<file path="src/rtl/filter_stream_ctrl.sv">
// Credit-based scheduler feeding a small pixel FIFO from the filtered-image loader
// and popping one pixel per active display cycle inside the image window.
module filter_stream_ctrl #(
    parameter int                    DATA_WIDTH = 8,
    parameter int                    IMG_W      = 225,
    parameter int                    IMG_H      = 225,
    parameter int                    FIFO_DEPTH = 16,
    parameter logic [DATA_WIDTH-1:0] FILL_VALUE = '0
) (
    input  logic                  clk,
    input  logic                  rst_n,
    input  logic                  i_vsync,
    input  logic                  i_de,
    output logic                  o_next,
    input  logic                  i_valid,
    input  logic [DATA_WIDTH-1:0] i_data,
    output logic [DATA_WIDTH-1:0] o_pixel,
    output logic                  o_pixel_valid,
    output logic                  o_underflow,
    output logic                  o_overflow,
    output logic                  o_frame_done,
    output logic [1:0]            o_state
);

    localparam int              AW       = $clog2(FIFO_DEPTH);
    localparam int              CW       = $clog2(FIFO_DEPTH + 1);
    localparam int              UW       = CW + 2;
    localparam logic [15:0]     TOTAL    = 16'(IMG_W * IMG_H);
    localparam logic [15:0]     LAST     = 16'(IMG_W * IMG_H - 1);
    localparam logic [CW-1:0]   FULL_CNT = CW'(FIFO_DEPTH);
    localparam logic [UW-1:0]   DEPTH_U  = UW'(FIFO_DEPTH);
    localparam logic [9:0]      W_LIM    = 10'(IMG_W);
    localparam logic [9:0]      H_LIM    = 10'(IMG_H);

    localparam logic [1:0] S_IDLE   = 2'd0;
    localparam logic [1:0] S_PRIME  = 2'd1;
    localparam logic [1:0] S_STREAM = 2'd2;
    localparam logic [1:0] S_DONE   = 2'd3;

    logic [1:0]            state_q, state_d;
    logic [CW-1:0]         fifo_cnt_q, fifo_cnt_d;
    logic [CW-1:0]         inflight_q, inflight_d;
    logic [AW-1:0]         wr_ptr_q, wr_ptr_d;
    logic [AW-1:0]         rd_ptr_q, rd_ptr_d;
    logic [15:0]           req_cnt_q, req_cnt_d;
    logic [15:0]           pop_cnt_q, pop_cnt_d;
    logic [9:0]            col_q, col_d;
    logic [9:0]            row_q, row_d;
    logic                  de_q, de_d;
    logic                  next_q, next_d;
    logic [DATA_WIDTH-1:0] pixel_q, pixel_d;
    logic                  pixel_valid_q, pixel_valid_d;
    logic                  underflow_q, underflow_d;
    logic                  overflow_q, overflow_d;
    logic                  frame_done_q, frame_done_d;

    logic [DATA_WIDTH-1:0] mem_q [FIFO_DEPTH];

    logic            fifo_empty, fifo_full;
    logic            pop_req, pop_do, accept, push_ok;
    logic [UW-1:0]   used_slots;
    logic [16:0]     req_pend;

    // A request already on o_next counts as outstanding, so credit never goes negative.
    assign used_slots = UW'(fifo_cnt_q) + UW'(inflight_q) + UW'(next_q);
    assign req_pend   = {1'b0, req_cnt_q} + {16'd0, next_q};
    assign fifo_empty = (fifo_cnt_q == '0);
    assign fifo_full  = (fifo_cnt_q == FULL_CNT);
    assign pop_req    = i_vsync && i_de && (col_q < W_LIM) && (row_q < H_LIM) && (state_q == S_STREAM);
    assign pop_do     = pop_req && !fifo_empty;
    assign accept     = i_valid && i_vsync && (state_q != S_IDLE);
    assign push_ok    = accept && (!fifo_full || pop_do);

    always_comb begin
        state_d       = state_q;
        fifo_cnt_d    = fifo_cnt_q;
        inflight_d    = inflight_q;
        wr_ptr_d      = wr_ptr_q;
        rd_ptr_d      = rd_ptr_q;
        req_cnt_d     = req_cnt_q + {15'd0, next_q};
        pop_cnt_d     = pop_cnt_q + {15'd0, pop_req};
        col_d         = col_q;
        row_d         = row_q;
        de_d          = i_de;
        pixel_d       = pop_do ? mem_q[rd_ptr_q] : FILL_VALUE;
        pixel_valid_d = i_de;
        underflow_d   = underflow_q | (pop_req && fifo_empty);
        overflow_d    = overflow_q | (accept && fifo_full && !pop_do);
        frame_done_d  = pop_req && (pop_cnt_q == LAST);
        next_d        = i_vsync && ((state_q == S_PRIME) || (state_q == S_STREAM))
                        && (used_slots < DEPTH_U) && (req_pend < {1'b0, TOTAL});

        if (push_ok) wr_ptr_d = wr_ptr_q + AW'(1);
        if (pop_do)  rd_ptr_d = rd_ptr_q + AW'(1);
        case ({push_ok, pop_do})
            2'b10:   fifo_cnt_d = fifo_cnt_q + CW'(1);
            2'b01:   fifo_cnt_d = fifo_cnt_q - CW'(1);
            default: fifo_cnt_d = fifo_cnt_q;
        endcase

        case ({next_q, accept})
            2'b10:   inflight_d = inflight_q + CW'(1);
            2'b01:   inflight_d = (inflight_q == '0) ? '0 : inflight_q - CW'(1);
            default: inflight_d = inflight_q;
        endcase

        if (i_de) begin
            col_d = col_q + 10'd1;
        end else if (de_q) begin
            col_d = '0;
            row_d = row_q + 10'd1;
        end

        case (state_q)
            S_IDLE:   state_d = S_PRIME;
            S_PRIME:  if (fifo_full || ((req_cnt_q == TOTAL) && (inflight_q == '0))) state_d = S_STREAM;
            S_STREAM: if (frame_done_d) state_d = S_DONE;
            default:  state_d = state_q;
        endcase

        // Vertical sync aborts whatever the frame was doing and flushes everything.
        if (!i_vsync) begin
            state_d      = S_IDLE;
            fifo_cnt_d   = '0;
            inflight_d   = '0;
            wr_ptr_d     = '0;
            rd_ptr_d     = '0;
            req_cnt_d    = '0;
            pop_cnt_d    = '0;
            col_d        = '0;
            row_d        = '0;
            underflow_d  = 1'b0;
            overflow_d   = 1'b0;
            frame_done_d = 1'b0;
            next_d       = 1'b0;
        end
    end

    always_ff @(posedge clk) begin
        if (push_ok) mem_q[wr_ptr_q] <= i_data;
    end

    always_ff @(posedge clk or negedge rst_n) begin
        if (!rst_n) begin
            state_q       <= S_IDLE;
            fifo_cnt_q    <= '0;
            inflight_q    <= '0;
            wr_ptr_q      <= '0;
            rd_ptr_q      <= '0;
            req_cnt_q     <= '0;
            pop_cnt_q     <= '0;
            col_q         <= '0;
            row_q         <= '0;
            de_q          <= 1'b0;
            next_q        <= 1'b0;
            pixel_q       <= FILL_VALUE;
            pixel_valid_q <= 1'b0;
            underflow_q   <= 1'b0;
            overflow_q    <= 1'b0;
            frame_done_q  <= 1'b0;
        end else begin
            state_q       <= state_d;
            fifo_cnt_q    <= fifo_cnt_d;
            inflight_q    <= inflight_d;
            wr_ptr_q      <= wr_ptr_d;
            rd_ptr_q      <= rd_ptr_d;
            req_cnt_q     <= req_cnt_d;
            pop_cnt_q     <= pop_cnt_d;
            col_q         <= col_d;
            row_q         <= row_d;
            de_q          <= de_d;
            next_q        <= next_d;
            pixel_q       <= pixel_d;
            pixel_valid_q <= pixel_valid_d;
            underflow_q   <= underflow_d;
            overflow_q    <= overflow_d;
            frame_done_q  <= frame_done_d;
        end
    end

    assign o_next        = next_q;
    assign o_pixel       = pixel_q;
    assign o_pixel_valid = pixel_valid_q;
    assign o_underflow   = underflow_q;
    assign o_overflow    = overflow_q;
    assign o_frame_done  = frame_done_q;
    assign o_state       = state_q;

endmodule

</file>
<file path="config.mk">
export PLATFORM = sky130hd
export DESIGN_NAME = filter_stream_ctrl
export DESIGN_NICKNAME = d
export VERILOG_FILES = /design/src/rtl/filter_stream_ctrl.sv
export SDC_FILE = /design/constraint.sdc
export NUM_CORES = 1
export LEC_CHECK = 0
export ABC_AREA = 0
export CAP_MARGIN = 20
export CORE_AREA = 2 2 129 131
export CTS_CLUSTER_DIAMETER = 100
export DETAILED_ROUTE_END_ITERATION = 6
export DIE_AREA = 0 0 131 133
export PLACE_DENSITY = 0.88
export SLEW_MARGIN = 40
export SYNTH_ARGS = -nofsm -noshare
export SYNTH_HDL_FRONTEND = slang
export SYNTH_SLANG_ARGS = --single-unit
</file>
<file path="constraint.sdc">
create_clock -name clk -period 4.3 [get_ports clk]
set_input_delay 0.86 -clock clk [delete_from_list [all_inputs] [get_ports clk]]
set_output_delay 0.86 -clock clk [all_outputs]
set_load 0.02 [all_outputs]
</file>
# [Word-level counts from Yosys, hierarchy flattened]
# Memories as Yosys holds them, arrays and structs flattened.
# Cells that the tools add are included.
[word_totals] inputBits=13 mem_count=1 register_bits=85 wordCells=110 ram_bits=128 output_inout_bits=15
[classes] magnitude_cmp=4 n_eq_ne=19 mux=28 add_sub_neg=13 n_bitwise=2 reduce_logical=28
[memory_table] name="mem_q" words=16 width=8 rd=1 rd_clocked_by_memory_dff=0 wr=1 line="57" rtl="logic [DATA_WIDTH-1:0] mem_q [FIFO_DEPTH];"
[ops] operator="10-bit two-way mux" count=6
[ops] operator="16-bit by 1-bit adder with 16-bit output" count=2
[ops] operator="16-bit equality test (second input constant)" count=2
[ops] operator="16-bit two-way mux" count=2
[ops] operator="10-bit by 1-bit adder with 10-bit output (second input constant)" count=2
[ops] operator="10-bit by 8-bit < comparator with 1-bit output (second input constant)" count=2
[ops] operator="5-bit case mux with 2 select lines" count=2
[ops] operator="16-bit by 1-bit adder with 17-bit output" count=1
[ops] operator="17-bit by 16-bit < comparator with 1-bit output (second input constant)" count=1
[ops] operator="1-bit logical AND" count=16
[ops] operator="4-bit two-way mux" count=4
[ops] operator="5-bit two-way mux" count=3
[ops] operator="5-bit by 1-bit adder with 5-bit output (second input constant)" count=2
[ops] operator="5-bit logical NOT" count=2
[ops] operator="5-bit by 1-bit subtractor with 5-bit output (second input constant)" count=2
[ops] operator="3-bit by 1-bit inequality test with 1-bit output (second input constant)" count=3
[ops] operator="4-bit by 1-bit adder with 4-bit output (second input constant)" count=2
[ops] operator="8-bit two-way mux" count=1
[ops] operator="6-bit by 1-bit adder with 7-bit output" count=1
[ops] operator="7-bit by 5-bit < comparator with 1-bit output (second input constant)" count=1
[ops] operator="5-bit by 5-bit adder with 6-bit output" count=1
[ops] operator="2-bit by 1-bit equality test with 1-bit output (second input constant)" count=3
[ops] operator="2-bit equality test (second input constant)" count=3
[ops] operator="1-bit two-way mux" count=6
[ops] operator="14 further kinds" count=24

# [Logic depth before layout (Yosys ltp)]
# Gate-level depths: netlist (run 1).
[depth] depth_word=10 ltp_mapped=14 depth_no_buf=13

# [Worst setup path before layout (run 1)]
# Ideal clock, no wire load.
[synth_path] kind="register -> register" start="register state_q[0], in the netlist o_state[0]" end="memory mem_q[0][0] (enable)" t_arrival_ns=2.811 t_required_ns=3.905 setup_time_ns=0.395 stages_incl_launch_ff=10 n_path_buf=1 synth_period_minus_slack_ns=3.206 setup_slack_ns=1.094 cell_sequence="dfrtp_1 > inv_1 > ha_1 > or4b_1 > a2111oi_4 > nand2_1 > inv_2 > o21ai_2 > buf_6 > nor4_1"
[synth_between] elab_chain_cells=7 word_cells_on_any_way=9 classes_between="eq/ne: 1; mux: 2; reduce/logical: 6"
[synth_lines] item="from (decl)" line="40" rtl="logic [1:0] state_q, state_d;"
[synth_lines] item="from (signal assigned)" line="162" rtl="state_q <= state_d;"
[synth_lines] item="2-bit equality test" line="69" rtl="assign pop_req = i_vsync && i_de && (col_q < W_LIM) && (row_q < H_LIM) && (state_q == S_STREAM);"
[synth_lines] item="1-bit logical AND" line="69"
[synth_lines] item="1-bit logical AND" line="70" rtl="assign pop_do = pop_req && !fifo_empty;"
[synth_lines] item="1-bit logical OR" line="72" rtl="assign push_ok = accept && (!fifo_full || pop_do);"
[synth_lines] item="1-bit logical AND *" line="72"
[synth_lines] item="1-bit two-way mux *" line="140" rtl="if (push_ok) mem_q[wr_ptr_q] <= i_data;"
[synth_lines] item="1-bit two-way mux (not written as such) *" line="140"
[synth_lines] item="to (decl)" line="57"
# Every way passes the cells marked *; elsewhere a longest branch is shown, timed or not.

# [Worst setup path in the final report (run 1)]
[layout_path] start="register state_q[0], in the netlist o_state[0]" end="register fifo_cnt_q[4]"
[layout_between] elab_chain_cells=8 word_cells_on_any_way=12 classes_between="eq/ne: 4; mux: 2; reduce/logical: 6"
[layout_lines] item="2-bit equality test" line="69"
[layout_lines] item="1-bit logical AND" line="69"
[layout_lines] item="1-bit logical AND" line="70"
[layout_lines] item="1-bit logical OR" line="72"
[layout_lines] item="1-bit logical AND" line="72"
[layout_lines] item="2-bit by 1-bit equality test with 1-bit output / 2-bit equality test (equally long branches)" line="95" rtl="case ({push_ok, pop_do})"
[layout_lines] item="5-bit case mux with 2 select lines" line="95"
[layout_lines] item="5-bit two-way mux" line="122" rtl="if (!i_vsync) begin"
[layout_lines] item="to (signal assigned)" line="163" rtl="fifo_cnt_q <= fifo_cnt_d;"
[layout_lines] item="to (decl)" line="41" rtl="logic [CW-1:0] fifo_cnt_q, fifo_cnt_d;"
# Parallel ways exist; a longest one is shown, timed or not.
# A chain may end at the register's enable or synchronous reset.

==> impl_results.md, run 1 <==
- Minimum clock period: 3500 ps
- Status: finished, final reports clean
- Count leader, synth: edfxtp_1
- Register Area: 5970 µm²
- Worst-Margin Slew: 753 ps
- Full die area: 17400 µm²
- Largest net degree at the start of global routing: 86
- Pwr dens: 446 nW/µm²
- CTS tree: yes
- Worst-path clk slew: 60 ps
- GRT Residual Overflow: 0
- Final Hold Fails: 0
- Via count: 6030
- Die height: 133 µm
- H-Tree Depth: 1
- Final Core Density: 68.3%
- EDFF count, synth: 128
- Final #Nets: 780
- Critical Path End Type: flop
- Final worst-path cycle share: 81.4%
- Cells after Synth: 712
- Synth Warn #: 0
- # IOs: 28
- Gpl congestion: 0.933
- Syn nets: 751
- # DRC: 0
- Total track usage: 23.9%
- Delay-heaviest family, CP: compound AO/OA/AOI/OAI gates
- Detailed Route WL: 19800 µm
- Ys async rst share: 39.9%
- First-pass GRT wire length: 32300 µm
- Worst path max stage delay: 520 ps
- Netlist cell types: 73
- CP cell instances: inv_1 -> ha_1 -> or4b_1 -> a2111oi_4 -> buf_4 -> nand3_2 -> nand2_1 -> nand2_1 -> ha_1 -> o221a_2 -> o31a_1 -> o32a_1 -> o21ai_1
- RSZ-0062 raised after global routing: false
- Leakage power total: 4.09 nW
- Ys flop type: edfxtp_1
- Synth area leaders: edfxtp_1 39%, dfrtp_1 22%, mux4_2 9.3%
- Fraction of layout cells with a size suffix above 1: 15.4%
- # Post-CTS Setup Buffers: 0
- Drt pass-1 iters: 5
- Yosys reg bits: 213
- # Max-Cap Violations: 0
- Filler cells: 1036
- Crit path arrival time: 3930 ps
- Diode count: 0
- Post-DP HPWL: 13000 µm
- Die Span X: 131 µm
- Cts hold-fix bufs: 0
- Area of the multi-input gates: 3530 µm²
- Area delta synth->final: 13.6%
- Post-synth top cells: 128 x edfxtp_1, 85 x dfrtp_1, 75 x nor2_1
- CTS sink count: 213
- Post-DRT Antenna Nets: 0
- Peak supply drop: 0.000461 V
- Cell Area, Synth: 9730 µm²
- Finish-stage setup viols: 0
- Clock buffer depth: 3
- Standard-cell rows: 47
- Syn avg cell area: 13.7 µm²
- Input/output buffers: 27
- Worst Hold Class: in2async
- Post_cts resized: 0
- Register area share after synthesis: 61.3%
- Worst path bufs/invs: 2
- Worst-Skew Late Latency: 510 ps
- Inserted Clock Buffers: 23
- Max frequency: 286 MHz
- Synth top area share: 39.5%
- Vias in the first global route: 6112
- Setup TNS: 0 ps
- Total core area: 16200 µm²
- Effective utilization at floorplan: 60.2%
- CP Launch Type: flop
- Setup CP Type: reg2reg
- Initial antenna violation count: 0
- Clk root buf: clkbuf_16
- Highest Signal Layer: met4
- Largest area contributor in the synthesized netlist: edfxtp_1
- Routed wl met3: 1320 µm
- Routed len/inst: 20.2 µm
- DR vias/cell: 6.17
- WP data required: 4730 ps
- M1 WL: 7890 µm
- Worst path slowest cell: or4b_1
- Max-slew violation count: 0
- Routed wl met2: 10200 µm
- Worst clock skew: 9.20 ps
- 1st-iter DRT viols: 570
- Max-slew headroom: 49.3%
- Maximum fanout along the worst path: 11
-- state kept, by name (all words and copies together), names as in the netlist, 2 cells and up --
| register | count |
|---|---|
| inflight_q | 5 |
| o_pixel | 8 |
| req_cnt_q | 16 |
| mem_q | 128 |
| o_state | 2 |
| row_q | 10 |
| pop_cnt_q | 16 |
| rd_ptr_q | 4 |
| wr_ptr_q | 4 |
| fifo_cnt_q | 5 |
| col_q | 10 |
-- report_power, final --
group	internal [W]	leakage [nW]	total, W	switching, W
registers	0.00223	2.33	0.00231	0.0000800
clock network	0.00130	0.391	0.00208	0.000780
logic	0.000222	1.37	0.000541	0.000319
-- per-layer routing --
layer,up-vias,global-route usage [%]
met3,39,3.88
met2,261,40.2
li1,2735,-
met1,2995,32.8
met4,0,5.91
met5,-,0
-- cell families (layout without fill, tap and decap cells) --
group	after synthesis	in the layout	share of synthesized area (%)
mux	48	48	10.1
compound gates	92	92	6.52
simple gates	231	231	12.5
flops	213	213	61.3
xor+xnor	42	42	3.78
buf+inv	60	106	2.46
fa+ha+maj	26	26	3.34
-- path summary, 6_finish.rpt --
path	from	end	slack, ps	cells past startpoint
min reg2reg	col_q[7]	col_q[7]	500	1
max in group asynchronous	rst_n	rd_ptr_q[0]	3360	1
max	o_state[0]	fifo_cnt_q[4]	800	13
max reg2reg	o_state[0]	fifo_cnt_q[4]	800	13
min in group clk	col_q[7]	col_q[7]	500	1
min	rst_n	req_cnt_q[2]	380	1
-- per-stage QoR --
step	cell area, µm²	hold WS, ps	setup WS [ps]	cells	total power (W)
6_report	11100	383	800	978	0.00493
3_3_place_gp	10200	460	564	936	0.00284
5_1_grt	11100	443	649	978	0.00511
2_1_floorplan	9730	439	1090	712	0.00269
4_1_cts	11000	441	846	978	0.00496
3_5_place_dp	10200	493	454	936	0.00288
-- area by class of cell --
class / count / share of cell area [%]
clock buffer: 26 / 5.40
inverter: 23 / 0.781
clock inverter: 16 / 1.92
tap: 220 / 2.49
multi-input combinational: 439 / 31.9
timing repair buffer: 41 / 3.43
sequential: 213 / 54.1
-- cells in the final DEF (no fill, tap or decap), drive strengths merged, types with 7 or more instances in the layout --
cell | Yosys | final
a21oi | 19 | 19
a31oi | 8 | 8
and2 | 18 | 18
and3 | 20 | 20
buf | 7 | 14
clkbuf | 30 | 27
clkdlybuf4s50 | 0 | 26
clkinv | 0 | 7
dfrtp | 85 | 85
edfxtp | 128 | 128
ha | 26 | 26
inv | 23 | 25
mux2i | 7 | 7
mux4 | 40 | 40
nand2 | 37 | 37
nand3 | 23 | 23
nand4 | 10 | 10
nor2 | 76 | 76
nor4 | 12 | 12
o21ai | 27 | 27
xnor2 | 17 | 17
xor2 | 25 | 25
-- worst reg2reg max path: stages (launching register included) --
cell       delay, ps
dfrtp_1          420
inv_1            130
ha_1             210
or4b_1           520
a2111oi_4        260
buf_4            240
nand3_2          170
nand2_1          140
nand2_1           60
ha_1             260
o221a_2          340
o31a_1           250
o32a_1           290
o21ai_1          130
Power figures use the tool's default switching activity.
==> inputs of run 2 (changes only) <==
==> constraint.sdc (replaced) <==
create_clock -name clk -period 3.6 [get_ports clk]
set_input_delay 0.72 -clock clk [delete_from_list [all_inputs] [get_ports clk]]
set_output_delay 0.72 -clock clk [all_outputs]
set_load 0.02 [all_outputs]
==> run 2 against run 1 <==
Maximum frequency grew 9.1%. Hold slack lost 120 ps. Non-clock buffer count grew 11. Final area grew 0.57%. Critical path type unchanged. Critical endpoint is now pop_cnt_q[8].
==> impl_results.md, run 2 (synthesized netlist as in run 1, its figures left out) <==
- Final worst-path cycle share: 89.1% (+7.7 points)
- CP cell instances: inv_1 -> ha_1 -> or4b_4 -> a2111oi_4 -> nand2_1 -> inv_2 -> ha_1 -> ha_1 -> and3_1 -> and3_1 -> nand3_1 -> xor2_1 -> nor2_1
- WHS: 258 ps (-125 ps)
- Leakage power total: 4.14 nW (+1.2%)
- Finished Layout Cells: 986 (+0.82%)
- Final cell area excluding filler cells: 11100 µm² (+0.57%)
- Most common cell after layout, fill and taps aside: edfxtp_1
- Post-DP HPWL: 13500 µm (+3.8%)
- R2r startpoint: row_q[0]
- Input/output buffers: 27 (unchanged)
- Worst path slowest cell: or4b_4
- Effective utilization at floorplan: 60.2% (unchanged)
- Most frequent cells in the layout: 128 x edfxtp_1, 84 x dfrtp_1, 75 x nor2_1
- Max-slew headroom: 50.1% (+0.75 points)
- Total core area: 16200 µm² (unchanged)
- Placed instance count: 947 (+1.2%)
- Via count: 6112 (+1.4%)
- Setup TNS: 0 ps (unchanged)
- Clk root buf: clkbuf_16
- H-Tree Depth: 1 (unchanged)
- DR vias/cell: 6.20 (+0.54%)
- Crit path arrival time: 3600 ps (-330 ps)
- Final Hold Fails: 0 (unchanged)
- Top reg by flops: mem_q
- Reg2reg setup slack: 390 ps (-410 ps)
- Worst clock skew: 14.5 ps (+5.27 ps)
- Worst-path clk slew: 60 ps (about the same)
- Worst-Skew Late Latency: 520 ps (about the same)
- Registers with the most flip-flops: mem_q (128), pop_cnt_q (16), req_cnt_q (16)
- DP Area: 10300 µm² (+0.75%)
- # Post-CTS Setup Buffers: 0 (unchanged)
- Clock buffer depth: 3 (unchanged)
- Critical Path End Type: flop
- First-pass GRT wire length: 33000 µm (+2.0%)
- Post-DRT Antenna Nets: 0 (unchanged)
- Setup CP Type: reg2reg
- Worst Reg-to-Reg Cells: 13 (unchanged)
- Reg2reg end: pop_cnt_q[8]
- Peak supply drop: 0.000494 V (+7.1%)
- Pwr dens: 530 nW/µm² (+19%)
- Area delta synth->final: 14.2%
- Largest register FFs: 128 (unchanged)
- CTS tree: yes
- Inserted Clock Buffers: 22 (-4.3%)
- Detailed Route WL: 20500 µm (+3.9%)
- CP Launch Type: flop
- GRT Residual Overflow: 0 (unchanged)
- RSZ-0062 raised after global routing: false
- Standard-cell rows: 47 (unchanged)
- Total track usage: 24.8% (+0.87 points)
- Initial antenna violation count: 0 (unchanged)
- Finish-stage setup viols: 0 (unchanged)
- Fraction of layout cells with a size suffix above 1: 16.3% (+0.88 points)
- Cts hold-fix bufs: 0 (unchanged)
- Full die area: 17400 µm² (unchanged)
- # DRC: 0 (unchanged)
- Routed len/inst: 20.8 µm (+3.0%)
- 1st-iter DRT viols: 519 (-8.9%)
- Gpl congestion: 0.931 (-0.27%)
- Minimum clock period: 3210 ps (-291 ps)
- # Max-Cap Violations: 0 (unchanged)
- Diode count: 0 (unchanged)
- Die height: 133 µm (unchanged)
- Worst path max stage delay: 490 ps (-30 ps)
- Largest net degree at the start of global routing: 58 (-33%)
- Worst Hold Class: in2async
- Die Span X: 131 µm (unchanged)
- Worst-Margin Slew: 738 ps (-14.6 ps)
- Maximum fanout along the worst path: 5 (-6)
- Final #Nets: 790 (+1.3%)
- CTS sink count: 213 (unchanged)
- # IOs: 28 (unchanged)
- Max frequency: 312 MHz (+9.1%)
- Post_cts resized: 0 (unchanged)
- CP most frequent cell: ha_1
- WP data required: 3990 ps (-740 ps)
- Vias in the first global route: 6180 (+1.1%)
- Drt pass-1 iters: 5 (unchanged)
- Status: finished, final reports clean
- Max-slew violation count: 0 (unchanged)
==> run 2: critical path, delay by kind of cell, from the launching register on <==
family,cells,cell delay (ps)
AO/OA/AOI/OAI,1,460
XOR/XNOR,1,170
adder cells (fa/ha/maj),3,530
buffers and inverters,2,210
flip-flops,1,420
AND/OR/NAND/NOR,6,1290
==> run 2: layout make-up <==
cell class | count | area [µm²]
well taps | 220 | 275
flip-flops and latches | 213 | 5970
clock buffers | 25 | 583
inverters | 23 | 86.3
multi-input cells | 439 | 3530
repair buffers | 52 | 455
clock inverters | 14 | 215
fillers | 1067 | 5060
==> run 2: per-layer routing <==
layer	GRT usage (%)	routed length, µm	vias to the layer above
met5	0	0	-
met4	7.21	533	0
met3	4.25	1290	47
met2	41.6	10600	259
met1	33.4	8100	3051
li1	-	-	2755
==> run 2: how the worst max path moves through the flow <==
stage / from / endpoint / slack [ps] / cells after the start
CTS: row_q[0] / pop_cnt_q[8] / 380 / 13
floorplan: o_state[0] / mem_q[3][0] / 390 / 9
global route: row_q[0] / pop_cnt_q[10] / 120 / 13
global placement: i_de / fifo_cnt_q[4] / 300 / 11
detailed placement: i_de / fifo_cnt_q[4] / 270 / 11
finish: row_q[0] / pop_cnt_q[8] / 390 / 13
==> run 2: through the flow <==
step                      worst slack [ps]  total power [W]  util, %
after floorplan                        394          0.00321        -
after global placement                 302          0.00342     63.8
after detailed placement               274          0.00346     63.8
after CTS                              375          0.00592     68.7
after global routing                   117          0.00610     68.7
final                                  391          0.00589     68.7
==> run 2: power by group <==
group	leakage, nW	total [W]	internal [W]	switching (W)
Sequential	2.33	0.00275	0.00266	0.0000913
Clock	0.390	0.00247	0.00153	0.000939
Combinational	1.42	0.000669	0.000279	0.000390
Total	4.14	0.00589	0.00447	0.00142
